--- src/rtl/array_alloc_arbiter.sv ---
// array_alloc_arbiter
// Shared heap-array allocator and free controller for several requesters.
// Requests are granted round-robin, one operation at a time. A freed array
// index goes onto a LIFO stack and is handed out again before any fresh
// index. Each successful allocation zeroes the array's size entry and then
// its heap area, one heap word per cycle.
//
// Optional build macro: ALLOC_DOUBLE_FREE_CHECK_EN
//   When defined, a live bitmap tracks allocated arrays. Freeing an index
//   that is not live fails with rsp_error and changes nothing.
//   When undefined, a double free is accepted. Only the range check and the
//   stack-full check apply.
//
// Ports
//   clock       system clock, all logic on posedge
//   reset       synchronous active-high reset, forces every output to 0
//   req_valid   per-requester request, held until req_ready
//   req_free    per-requester op select (1 = free, 0 = alloc)
//   req_array   per-requester array index to free (MemoryElementWidth slices)
//   req_ready   one-hot accept pulse
//   rsp_valid   one-hot completion pulse to the granted requester
//   rsp_array   allocated index, or the echoed index of a free
//   rsp_error   operation failed, qualified by rsp_valid
//   heap_we     heap write strobe during the clear sequence
//   heap_addr   heap write address (index*NArea + k)
//   heap_wdata  heap write data, always 0
//   size_we     arraySizes write strobe, on the first clear cycle only
//   size_addr   arraySizes index
//   in_use      arrays currently allocated (allocs - freed stack depth)
module array_alloc_arbiter #(
    parameter int MemoryElementWidth = 12,
    parameter int NArea              = 7,
    parameter int NArrays            = 4,
    parameter int NReq               = 2
) (
    input  logic                               clock,
    input  logic                               reset,
    input  logic [NReq-1:0]                    req_valid,
    input  logic [NReq-1:0]                    req_free,
    input  logic [NReq*MemoryElementWidth-1:0] req_array,
    output logic [NReq-1:0]                    req_ready,
    output logic [NReq-1:0]                    rsp_valid,
    output logic [MemoryElementWidth-1:0]      rsp_array,
    output logic                               rsp_error,
    output logic                               heap_we,
    output logic [MemoryElementWidth-1:0]      heap_addr,
    output logic [MemoryElementWidth-1:0]      heap_wdata,
    output logic                               size_we,
    output logic [MemoryElementWidth-1:0]      size_addr,
    output logic [MemoryElementWidth-1:0]      in_use
);

    localparam int W  = MemoryElementWidth;
    localparam int CW = $clog2(NArrays + 1);
    localparam int IW = (NArrays > 1) ? $clog2(NArrays) : 1;
    localparam int RW = (NReq > 1) ? $clog2(NReq) : 1;

    typedef enum logic [1:0] {IDLE, CLEAR, EXEC, RESP} state_t;

    state_t         state, next_state;
    logic [RW-1:0]  rr, gnt, grant_idx, cand;
    logic           grant_found;
    logic [W-1:0]   grant_array;
    logic           op_free, err, exec_err, can_alloc, clear_last;
    logic [W-1:0]   op_array, index, result, k;
    logic [CW-1:0]  allocs, freed_top;
    logic [W-1:0]   freed [NArrays];
    logic [IW-1:0]  push_slot, pop_slot;
`ifdef ALLOC_DOUBLE_FREE_CHECK_EN
    logic [NArrays-1:0] live;
`endif

    // Round-robin search. The search starts one past the last grant, so the
    // most recently served requester has the lowest priority.
    always_comb begin
        grant_found = 1'b0;
        grant_idx   = '0;
        cand        = '0;
        for (int i = 1; i <= NReq; i++) begin
            cand = RW'((int'(rr) + i) % NReq);
            if (!grant_found && req_valid[cand]) begin
                grant_found = 1'b1;
                grant_idx   = cand;
            end
        end
    end

    assign grant_array = req_array[int'(grant_idx)*W +: W];
    assign push_slot   = freed_top[IW-1:0];
    assign pop_slot    = IW'(freed_top - CW'(1));
    assign can_alloc   = (freed_top != '0) || (allocs < CW'(NArrays));
    assign clear_last  = (k == W'(NArea - 1));

    // A free fails when it is out of range or the stack is full. With the
    // double-free check enabled, it also fails when the index is not live.
    always_comb begin
        exec_err = (op_array >= W'(NArrays)) || (freed_top == CW'(NArrays));
`ifdef ALLOC_DOUBLE_FREE_CHECK_EN
        if (!exec_err && !live[op_array[IW-1:0]]) begin
            exec_err = 1'b1;
        end
`endif
    end

    always_ff @(posedge clock) begin
        if (reset) begin
            state <= IDLE;
        end else begin
            state <= next_state;
        end
    end

    // Next-state logic and outputs. While reset is high, every output is
    // forced to 0, so an aborted clear produces no stray write or response.
    always_comb begin
        next_state = state;
        req_ready  = '0;
        rsp_valid  = '0;
        rsp_array  = '0;
        rsp_error  = 1'b0;
        heap_we    = 1'b0;
        heap_addr  = '0;
        heap_wdata = '0;
        size_we    = 1'b0;
        size_addr  = '0;
        in_use     = W'(allocs) - W'(freed_top);
        case (state)
            IDLE: begin
                if (grant_found) begin
                    req_ready[grant_idx] = 1'b1;
                    if (!req_free[grant_idx] && can_alloc) begin
                        next_state = CLEAR;
                    end else begin
                        next_state = EXEC;
                    end
                end
            end
            CLEAR: begin
                heap_we   = 1'b1;
                heap_addr = index * W'(NArea) + k;
                if (k == '0) begin
                    size_we   = 1'b1;
                    size_addr = index;
                end
                if (clear_last) begin
                    next_state = RESP;
                end
            end
            EXEC: begin
                next_state = RESP;
            end
            RESP: begin
                rsp_valid[gnt] = 1'b1;
                rsp_array      = result;
                rsp_error      = err;
                next_state     = IDLE;
            end
            default: next_state = IDLE;
        endcase
        if (reset) begin
            next_state = IDLE;
            req_ready  = '0;
            rsp_valid  = '0;
            rsp_array  = '0;
            rsp_error  = 1'b0;
            heap_we    = 1'b0;
            heap_addr  = '0;
            size_we    = 1'b0;
            size_addr  = '0;
            in_use     = '0;
        end
    end

    // Datapath. An alloc commits its index in the accept cycle, so in_use
    // counts the array immediately. A free commits only in EXEC, after its
    // checks have been evaluated.
    always_ff @(posedge clock) begin
        if (reset) begin
            rr        <= '0;
            gnt       <= '0;
            op_free   <= 1'b0;
            op_array  <= '0;
            index     <= '0;
            result    <= '0;
            err       <= 1'b0;
            k         <= '0;
            allocs    <= '0;
            freed_top <= '0;
`ifdef ALLOC_DOUBLE_FREE_CHECK_EN
            live      <= '0;
`endif
        end else begin
            case (state)
                IDLE: begin
                    if (grant_found) begin
                        rr       <= grant_idx;
                        gnt      <= grant_idx;
                        op_free  <= req_free[grant_idx];
                        op_array <= grant_array;
                        k        <= '0;
                        err      <= 1'b0;
                        if (req_free[grant_idx]) begin
                            result <= grant_array;
                        end else if (freed_top != '0) begin
                            freed_top <= freed_top - CW'(1);
                            index     <= freed[pop_slot];
                            result    <= freed[pop_slot];
`ifdef ALLOC_DOUBLE_FREE_CHECK_EN
                            live[freed[pop_slot][IW-1:0]] <= 1'b1;
`endif
                        end else if (allocs < CW'(NArrays)) begin
                            allocs <= allocs + CW'(1);
                            index  <= W'(allocs);
                            result <= W'(allocs);
`ifdef ALLOC_DOUBLE_FREE_CHECK_EN
                            live[allocs[IW-1:0]] <= 1'b1;
`endif
                        end else begin
                            result <= '0;
                            err    <= 1'b1;
                        end
                    end
                end
                CLEAR: begin
                    k <= k + W'(1);
                end
                EXEC: begin
                    if (op_free) begin
                        err <= exec_err;
                        if (!exec_err) begin
                            freed[push_slot] <= op_array;
                            freed_top        <= freed_top + CW'(1);
`ifdef ALLOC_DOUBLE_FREE_CHECK_EN
                            live[op_array[IW-1:0]] <= 1'b0;
`endif
                        end
                    end
                end
                default: ;
            endcase
        end
    end

endmodule

--- config.mk ---
export PLATFORM = sky130hd
export DESIGN_NAME = array_alloc_arbiter
export DESIGN_NICKNAME = d
export VERILOG_FILES = /design/src/rtl/array_alloc_arbiter.sv
export SDC_FILE = /design/constraint.sdc
export NUM_CORES = 1
export LEC_CHECK = 0
export BUFFER_PORTS_ARGS = -buffer_cell sky130_fd_sc_hd__buf_2
export CAP_MARGIN = 25
export CORE_ASPECT_RATIO = 1.5
export CORE_MARGIN = 2
export CORE_UTILIZATION = 35
export CTS_CLUSTER_DIAMETER = 80
export DETAILED_ROUTE_END_ITERATION = 6
export PLACE_DENSITY = 0.62
export REMOVE_ABC_BUFFERS = 1
export SLEW_MARGIN = 20
export SYNTH_ARGS = -nofsm -noshare
export SYNTH_HDL_FRONTEND = slang
export SYNTH_SLANG_ARGS = --single-unit
--- constraint.sdc ---
create_clock -name clock -period 4.7 [get_ports clock]
set_clock_uncertainty 0.2 [all_clocks]
set_input_delay 0.47 -clock clock [delete_from_list [all_inputs] [get_ports clock]]
set_output_delay 0.47 -clock clock [all_outputs]
set_load 0.01 [all_outputs]
* Word-level counts from Yosys, hierarchy flattened *
Memories as Yosys holds them, arrays and structs flattened.
Cells that the tools add are included.

operators by class
  shift operators = 1
  bitwise logic cells = 2
  equal/unequal tests = 11
  $lt $le $gt $ge = 8
  reductions and logical operators = 21
  $add $sub $neg = 8
  muxes and demuxes = 62
  multiply operators = 2

operators with widths
  operator                                                             count
  two-way mux 12 bit                                                   13
  two-way mux 1 bit                                                    29
  one-hot mux 12 bit (2 select lines)                                  1
  indexed part select 24 x 6 -> 12 bit                                 1
  two-way mux 3 bit                                                    6
  two-way mux 2 bit                                                    8
  adder 12 x 1 -> 12 bit (second input constant)                       1
  adder 12 bit                                                         1
  equality test 12 x 3 -> 1 bit (second input constant)                1
  greater-or-equal comparator 12 x 3 -> 1 bit (second input constant)  1
  logical NOT 12 bit                                                   1
  multiplier 12 x 3 -> 12 bit (second input constant)                  1
  inequality test 2 bit (second input constant)                        6
  less-than comparator 1 x 2 -> 1 bit (second input constant)          4
  one-hot mux 2 bit (4 select lines)                                   1
  adder 3 x 1 -> 3 bit (second input constant)                         2
  one-hot mux 3 bit (2 select lines)                                   1
  AND reduction 2 bit                                                  3
  AND reduction 6 bit                                                  1
  nonzero test 2 bit                                                   3
  AND reduction 5 bit                                                  1
  equality test 2 bit (second input constant)                          2
  logical AND 1 bit                                                    4
  AND reduction 4 bit                                                  1
  other kinds (16)                                                     22

storage, ports and cells
  input bits = 30
  word-level logic and storage cells = 126
  output and inout bits = 67
  bits in writable memories = 48
  memories = 1
  register bits after elaboration = 59

memories
  name   words  bits a word  rd ports  clocked after memory_dff  write ports  RTL line  text
  freed  4      12           1         0                         1            67        logic [W-1:0] freed [NArrays];

* Longest topological paths before layout *
Gate-level depths: netlist (run 1).

  word-level depth = 14
  depth in mapped cells = 11
  gate-level depth less buffers = 10

* Worst setup path before layout (run 1) *
No wires, ideal clock.

  path kind = register -> output
  start = reg index[1]
  end = out heap_addr[10]
  buffers on the path = 0
  arrival time = 2875 ps
  setup slack = 1155 ps
  data required time = 4030 ps
  stages on the path, launching flop included = 11
  path through = dfxtp_1 inv_1 fa_1 fa_1 inv_1 ha_1 o21ai_0 o21bai_1 a21oi_1 nor3_1 or3_1

on the way
  word-level cells in the longest chain between the ends = 4

RTL lines
  item                         RTL line  text
  start, declared              65        logic [W-1:0] op_array, index, result, k;
  start signal, assigned       206       index <= freed[pop_slot];
  start signal, assigned       213       index <= W'(allocs);
  multiplier 12 x 3 -> 12 bit  140       heap_addr = index * W'(NArea) + k;
  adder 12 bit                 140
  two-way mux 12 bit           127       case (state)
  two-way mux 12 bit           160       if (reset) begin
  end, declared                46        output logic [MemoryElementWidth-1:0] heap_addr,

No other way between the ends.

* Worst setup path in the final report (run 1) *
Ends and elaborated chain as after synthesis.

==> impl_metrics.py, run 1 <==
metrics = {
    "power_and_ir_drop": {
        "p_clk_share_pct": 19.8,
        "pwr-share-seq_pct": 34.8,
        "p_int_mw": 2.22,
        "combPwrFrac_pct": 45.4,
        "p_sw_share_pct": 40.7,
        "power.switching_mw": 1.52,
        "power_density_nw_per_um2": 539,
        "p_leak_nw": 2.81,
        "max-vdd-ir-drop_mv": 0.246,
    },
    "floorplan": {
        "start_util_pct": 35.5,
        "pin_count": 97,
        "chipHeight_um": 166,
        "dieArea_sq_um": 18600,
        "die_w_um": 112,
        "rows": 59,
        "core_area_sq_um": 17200,
    },
    "cts": {
        "cts_buffers": 9,
        "cts_resized": 0,
        "htree_levels": 3,
        "cts.path.max_buffers": 2,
        "clk_pin_slew_worst_paths_ps": 70,
        "cts_tree": "done",
        "cts_hold_buf": 0,
        "cts_setup_buffers": 0,
        "clock-sinks": 107,
        "cts_root_buf": "clkbuf_16",
        "clk_latency_ps": 350,
    },
    "job": {
        "drv_cap": 0,
    },
    "finish": {
        "finish.net_count": 746,
        "drive_gt1_share_pct": 18.6,
        "diodes": 0,
        "post-route-util_pct": 40.3,
        "fin_area_sq_um": 6930,
        "area_growth_pct": 13.4,
    },
    "critical_path": {
        "path_class": "reg2out",
        "rr_startpoint": "freed_top[0]",
        "worstPathArrival_ps": 3550,
        "path_max_fanout": 5,
        "critical_path_required_ps": 4030,
        "worstSetupStartpointType": "register",
        "reg2reg_slack_ps": 1690,
        "r2r-end": "freed[0][5]",
        "reg2regPathDepth": 7,
        "end_kind": "output port",
    },
    "timing": {
        "timing.fmax_mhz": 237,
        "setup_tns_ps": 0,
        "hold_violations": 0,
        "hold_ws_ps": 253,
        "relSlewSlack_pct": 52.0,
        "min_period_ps": 4220,
        "worstMarginPinSlew_ps": 717,
        "drv_slew": 0,
        "rsz0062_at_grt": "false",
        "setup_viol": 0,
        "fin_crit_sh_pct": 89.7,
    },
    "detailed_routing": {
        "drc": 0,
        "ant_nets": 0,
        "vias": 4435,
        "drtIter0Drc": 220,
        "vias_per_cell": 5.01,
        "wirelength_um": 13800,
        "firstDrtPassIters": 5,
        "routedWlPerCell_um": 15.6,
    },
    "grt": {
        "grtUsageMet2_pct": 28.6,
        "grt_first_pass_wirelength_um": 22100,
        "grt_max_degree": 58,
        "busiest_layer": "met2",
        "gr-usage-met3_pct": 0.985,
        "grt.total_usage_pct": 15.0,
        "antenna_found_initial": 0,
        "grt_pass1_vias": 4366,
        "use_met1_pct": 16.8,
        "grt-ovfl-total": 0,
    },
    "synthesis": {
        "yosysMostFrequentCell": "nor2_1",
        "synthCells": 601,
        "synth_commonest_cells": "71 x nor2_1, 59 x dfxtp_1, 48 x edfxtp_1, 46 x inv_1, 35 x a21oi_1",
        "yosys.area_share.simple_pct": 16.2,
        "synthFlopType": "dfxtp_1",
        "syn_avg_cell_area_sq_um": 10.2,
        "synth_top_family_by_area": "simple AND/OR/NAND/NOR gates",
        "synth_compound_area_share_pct": 10.5,
        "synthArstFlopShare_pct": 0,
        "ys_types": 51,
        "syn_area_sq_um": 6110,
        "yosysTopAreaCell": "edfxtp_1",
        "yosys-top-cells-area": "edfxtp_1 24%, dfxtp_1 19%, fa_1 6.6%",
        "synth_edf_count": 48,
        "yosysWarnings": 0,
        "seq_area_frac_synth_pct": 42.9,
        "synthMuxAreaShare_pct": 7.62,
        "synth-xor-area-share_pct": 3.01,
        "synthAdderAreaFrac_pct": 12.5,
        "synth_top_area_share_pct": 23.6,
        "synth-seq-cells": 107,
    },
    "place": {
        "gp_congestion": 0.821,
        "dp_hpwl_um": 10300,
        "io_buffers": 84,
        "dpl-instance-area_sq_um": 6640,
    },
    "worst_hold_path": {
        "holdPathEnd": "result[9]",
        "hold_path_depth": 2,
        "hold_start": "result[9]",
        "hp-class": "reg2reg",
    },
    "outcome": {
        "outcome": "complete, no violations",
    },
}
-- how the worst max path moves through the flow --
| stage | startpoint | endpoint | slack, ps | depth (start not counted) |
|---|---|---|---|---|
| finish | index[1] | heap_addr[10] | 480 | 11 |
| detailed placement | index[1] | heap_addr[10] | 790 | 11 |
| floorplan | freed_top[0] | in_use[10] | 870 | 4 |
| CTS | index[1] | heap_addr[10] | 420 | 11 |
| global placement | index[1] | heap_addr[10] | 910 | 11 |
| global route | index[1] | heap_addr[10] | 240 | 11 |
-- area by class of cell --
type / instances / area [sq um]
multi-input combinational: 411 / 3100
clock inverter: 5 / 41.3
tap: 213 / 267
inverter: 46 / 173
sequential: 107 / 2620
fill: 1683 / 10300
clock buffer: 11 / 254
timing repair buffer: 92 / 480
-- cells by family (layout without fill, tap and decap cells) --
family	count (synthesis)	count (layout)
AO/OA/AOI/OAI	99	99
flip-flops	107	107
AND/OR/NAND/NOR	200	200
adder cells (fa/ha/maj)	49	49
XOR/XNOR	21	21
buffers and inverters	94	154
other	1	12
multiplexers	30	30
-- state kept, by name (all words and copies together), names as in the netlist --
signal     count
op_free        1
op_array      12
index         12
result        12
gnt            1
freed         48
err            1
state          2
allocs         3
k             12
freed_top      3
-- power by group through the flow --
stage,logic [mW],registers [mW],clock network [mW]
2_1_floorplan,1.20,1.30,0
3_3_place_gp,1.70,1.32,0
3_5_place_dp,1.71,1.32,0
4_1_cts,1.72,1.30,0.755
5_1_grt,1.91,1.33,0.792
6_report,1.70,1.30,0.741
-- layer usage --
layer	vias up	part of all wire (%)	wire length [um]
li1	2210	-	-
met1	2124	41	5580
met2	80	55	7600
met3	21	2.1	285
met4	0	2.2	308
met5	-	0	0
-- metrics by stage --
stage	setup slack, ps	cells	power [mW]
6_report	483	885	3.74
2_1_floorplan	873	564	2.49
3_3_place_gp	905	869	3.01
4_1_cts	423	885	3.78
5_1_grt	244	885	4.03
3_5_place_dp	787	869	3.04
-- cell usage in the layout, fill, tap and decap left out, types with 5 or more instances in the layout --
| cell | count |
|---|---|
| edfxtp_1 | 48 |
| ha_1 | 29 |
| xor2_1 | 7 |
| mux2i_1 | 15 |
| buf_4 | 8 |
| mux4_2 | 12 |
| buf_2 | 84 |
| a21oi_1 | 35 |
| conb_1 | 12 |
| inv_1 | 46 |
| nor2b_1 | 5 |
| a211oi_1 | 18 |
| nor4_1 | 5 |
| fa_1 | 20 |
| a311oi_1 | 9 |
| clkbuf_16 | 10 |
| nor3_1 | 16 |
| nand3_1 | 18 |
| o21ai_0 | 12 |
| xnor2_1 | 14 |
| and3_1 | 5 |
| nor2_1 | 70 |
| nand2_1 | 27 |
| a21o_1 | 5 |
| and2_1 | 33 |
| dfxtp_1 | 59 |
-- worst max-delay path, stage by stage (launching register included) --
cell	delay, ps
dfxtp_1	430
inv_1	90
fa_1	500
fa_1	510
inv_1	40
ha_1	240
a211oi_1	300
o21bai_1	120
a21oi_1	380
nor3_1	100
or3_1	340
buf_2	140
Power figures use the tool's default switching activity.
==> run 2, diff against run 1 <==
CTS_BUF_LIST = sky130_fd_sc_hd__clkbuf_4   (was not set)
==> impl_metrics.py, run 2 (synthesized netlist as in run 1, its figures left out) <==
metrics = {
    "grt": {
        "grt-ovfl-total": 0,
        "grt_pass1_vias": 4339,
        "grt_first_pass_wirelength_um": 22100,
        "grt.total_usage_pct": 15.0,
        "antenna_found_initial": 1,
        "grt_max_degree": 58,
    },
    "place": {
        "dpl-instance-area_sq_um": 6640,
        "gp_congestion": 0.821,
        "dp_hpwl_um": 10300,
        "io_buffers": 84,
    },
    "cts": {
        "cts_tree": "done",
        "cts_root_buf": "clkbuf_4",
        "cts_setup_buffers": 0,
        "cts.path.max_buffers": 2,
        "clock-sinks": 107,
        "cts_resized": 0,
        "htree_levels": 3,
        "cts_hold_buf": 0,
        "clk_latency_ps": 460,
        "cts_buffers": 9,
        "clk_pin_slew_worst_paths_ps": 170,
    },
    "timing": {
        "rsz0062_at_grt": "false",
        "relSlewSlack_pct": 52.4,
        "hold_violations": 0,
        "worstMarginPinSlew_ps": 712,
        "drv_slew": 0,
        "timing.fmax_mhz": 230,
        "setup_viol": 0,
        "min_period_ps": 4350,
        "setup_tns_ps": 0,
        "fin_crit_sh_pct": 92.6,
    },
    "floorplan": {
        "chipHeight_um": 166,
        "die_w_um": 112,
        "start_util_pct": 35.5,
        "rows": 59,
        "pin_count": 97,
        "core_area_sq_um": 17200,
        "dieArea_sq_um": 18600,
    },
    "finish": {
        "finish.net_count": 746,
        "layout_common_cells": "84 x buf_2, 70 x nor2_1, 59 x dfxtp_1",
        "layout_commonest_cell": "buf_2",
        "fill_cells": 1692,
        "drive_gt1_share_pct": 18.8,
        "fin_area_sq_um": 6790,
        "multi_input_area_sq_um": 3100,
        "area_growth_pct": 11.1,
        "largest_reg_flops": 48,
        "seq_area_sq_um": 2620,
        "top_register": "freed",
    },
    "detailed_routing": {
        "vias_per_cell": 4.97,
        "drtIter0Drc": 258,
        "routedWlPerCell_um": 15.5,
        "ant_nets": 0,
        "drc": 0,
        "firstDrtPassIters": 4,
        "wirelength_um": 13700,
        "vias": 4399,
    },
    "critical_path": {
        "path_max_fanout": 5,
        "path_depth": 11,
        "cpLargestDelayFamily": "adder cells",
        "worstPathArrival_ps": 3680,
        "timing.critical_path.buf_inv": 3,
        "worstSetupStartpointType": "register",
        "critical_path_required_ps": 4030,
        "cpPeakStageDelay_ps": 510,
        "end_kind": "output port",
        "crit_chain": "inv_1, fa_1, fa_1, inv_1, ha_1, a211oi_1, o21bai_1, a21oi_1, nor3_1, or3_1, buf_2",
        "slowest_stage": "fa_1",
        "reg2regPathDepth": 7,
        "path_class": "reg2out",
    },
    "worst_hold_path": {
        "hold_path_depth": 3,
        "hp-class": "in2reg",
    },
    "job": {
        "drv_cap": 0,
    },
    "outcome": {
        "outcome": "complete, no violations",
    },
    "power_and_ir_drop": {
        "max-vdd-ir-drop_mv": 0.206,
        "p_leak_nw": 2.74,
        "power_density_nw_per_um2": 513,
    },
}
==> run 2: cell count changes in the layout (fill, tap and decap cells not counted) <==
cell,previous run,this run
clkbuf_16,10,0
clkbuf_4,0,10
bufinv_16,0,1
clkbuf_1,1,0
diode_2,0,1
==> run 2: worst paths after layout <==
check / slack [ps] / endpoint / startpoint
worst min register to register: 260 / result[8] / result[8]
worst max register to register: 1690 / freed[0][1] / freed_top[0]
worst max-delay path: 350 / heap_addr[10] / index[1]
worst min-delay path: 220 / op_array[9] / req_array[9]
==> run 2: worst reg2reg max path, cell delays in order, from the launching register on <==
cell      delay (ps)
dfxtp_1          350
buf_4            300
inv_1            150
ha_1             280
a211oi_1         290
nand3_1          140
nor3_1           300
and2_1           640
==> run 2: metrics by stage <==
step           std cells  hold WS, ps  total power [mW]  setup slack (ps)  utilization (%)
2_1_floorplan        564          221              2.49               873                -
3_3_place_gp         869          235              3.01               905             38.6
3_5_place_dp         869          243              3.04               787             38.6
4_1_cts              885          201              3.52               265             39.4
5_1_grt              886          223              3.78              69.2             39.5
6_report             886          225              3.48               347             39.5
==> run 2: final cells by class <==
| cell class | instances | area share (%) |
|---|---|---|
| antenna | 1 | 0.0369 |
| tap | 213 | 3.93 |
| sequential | 107 | 38.6 |
| inverter | 46 | 2.54 |
| multi-input combinational | 411 | 45.6 |
| clock buffer | 10 | 1.11 |
| timing repair buffer | 92 | 7.08 |
| clock inverter | 6 | 1.05 |
==> run 2: routing by layer <==
layer,up-vias,global-route usage (%),routed length (um)
met5,-,0,0
met4,0,5.37,192
met3,13,1.64,275
met2,65,28.7,7600
met1,2112,17.0,5650
li1,2209,-,-
==> run 2: power breakdown <==
group          switching, mW  internal [mW]
registers              0.145           1.15
logic                   1.03          0.663
clock network          0.310          0.175
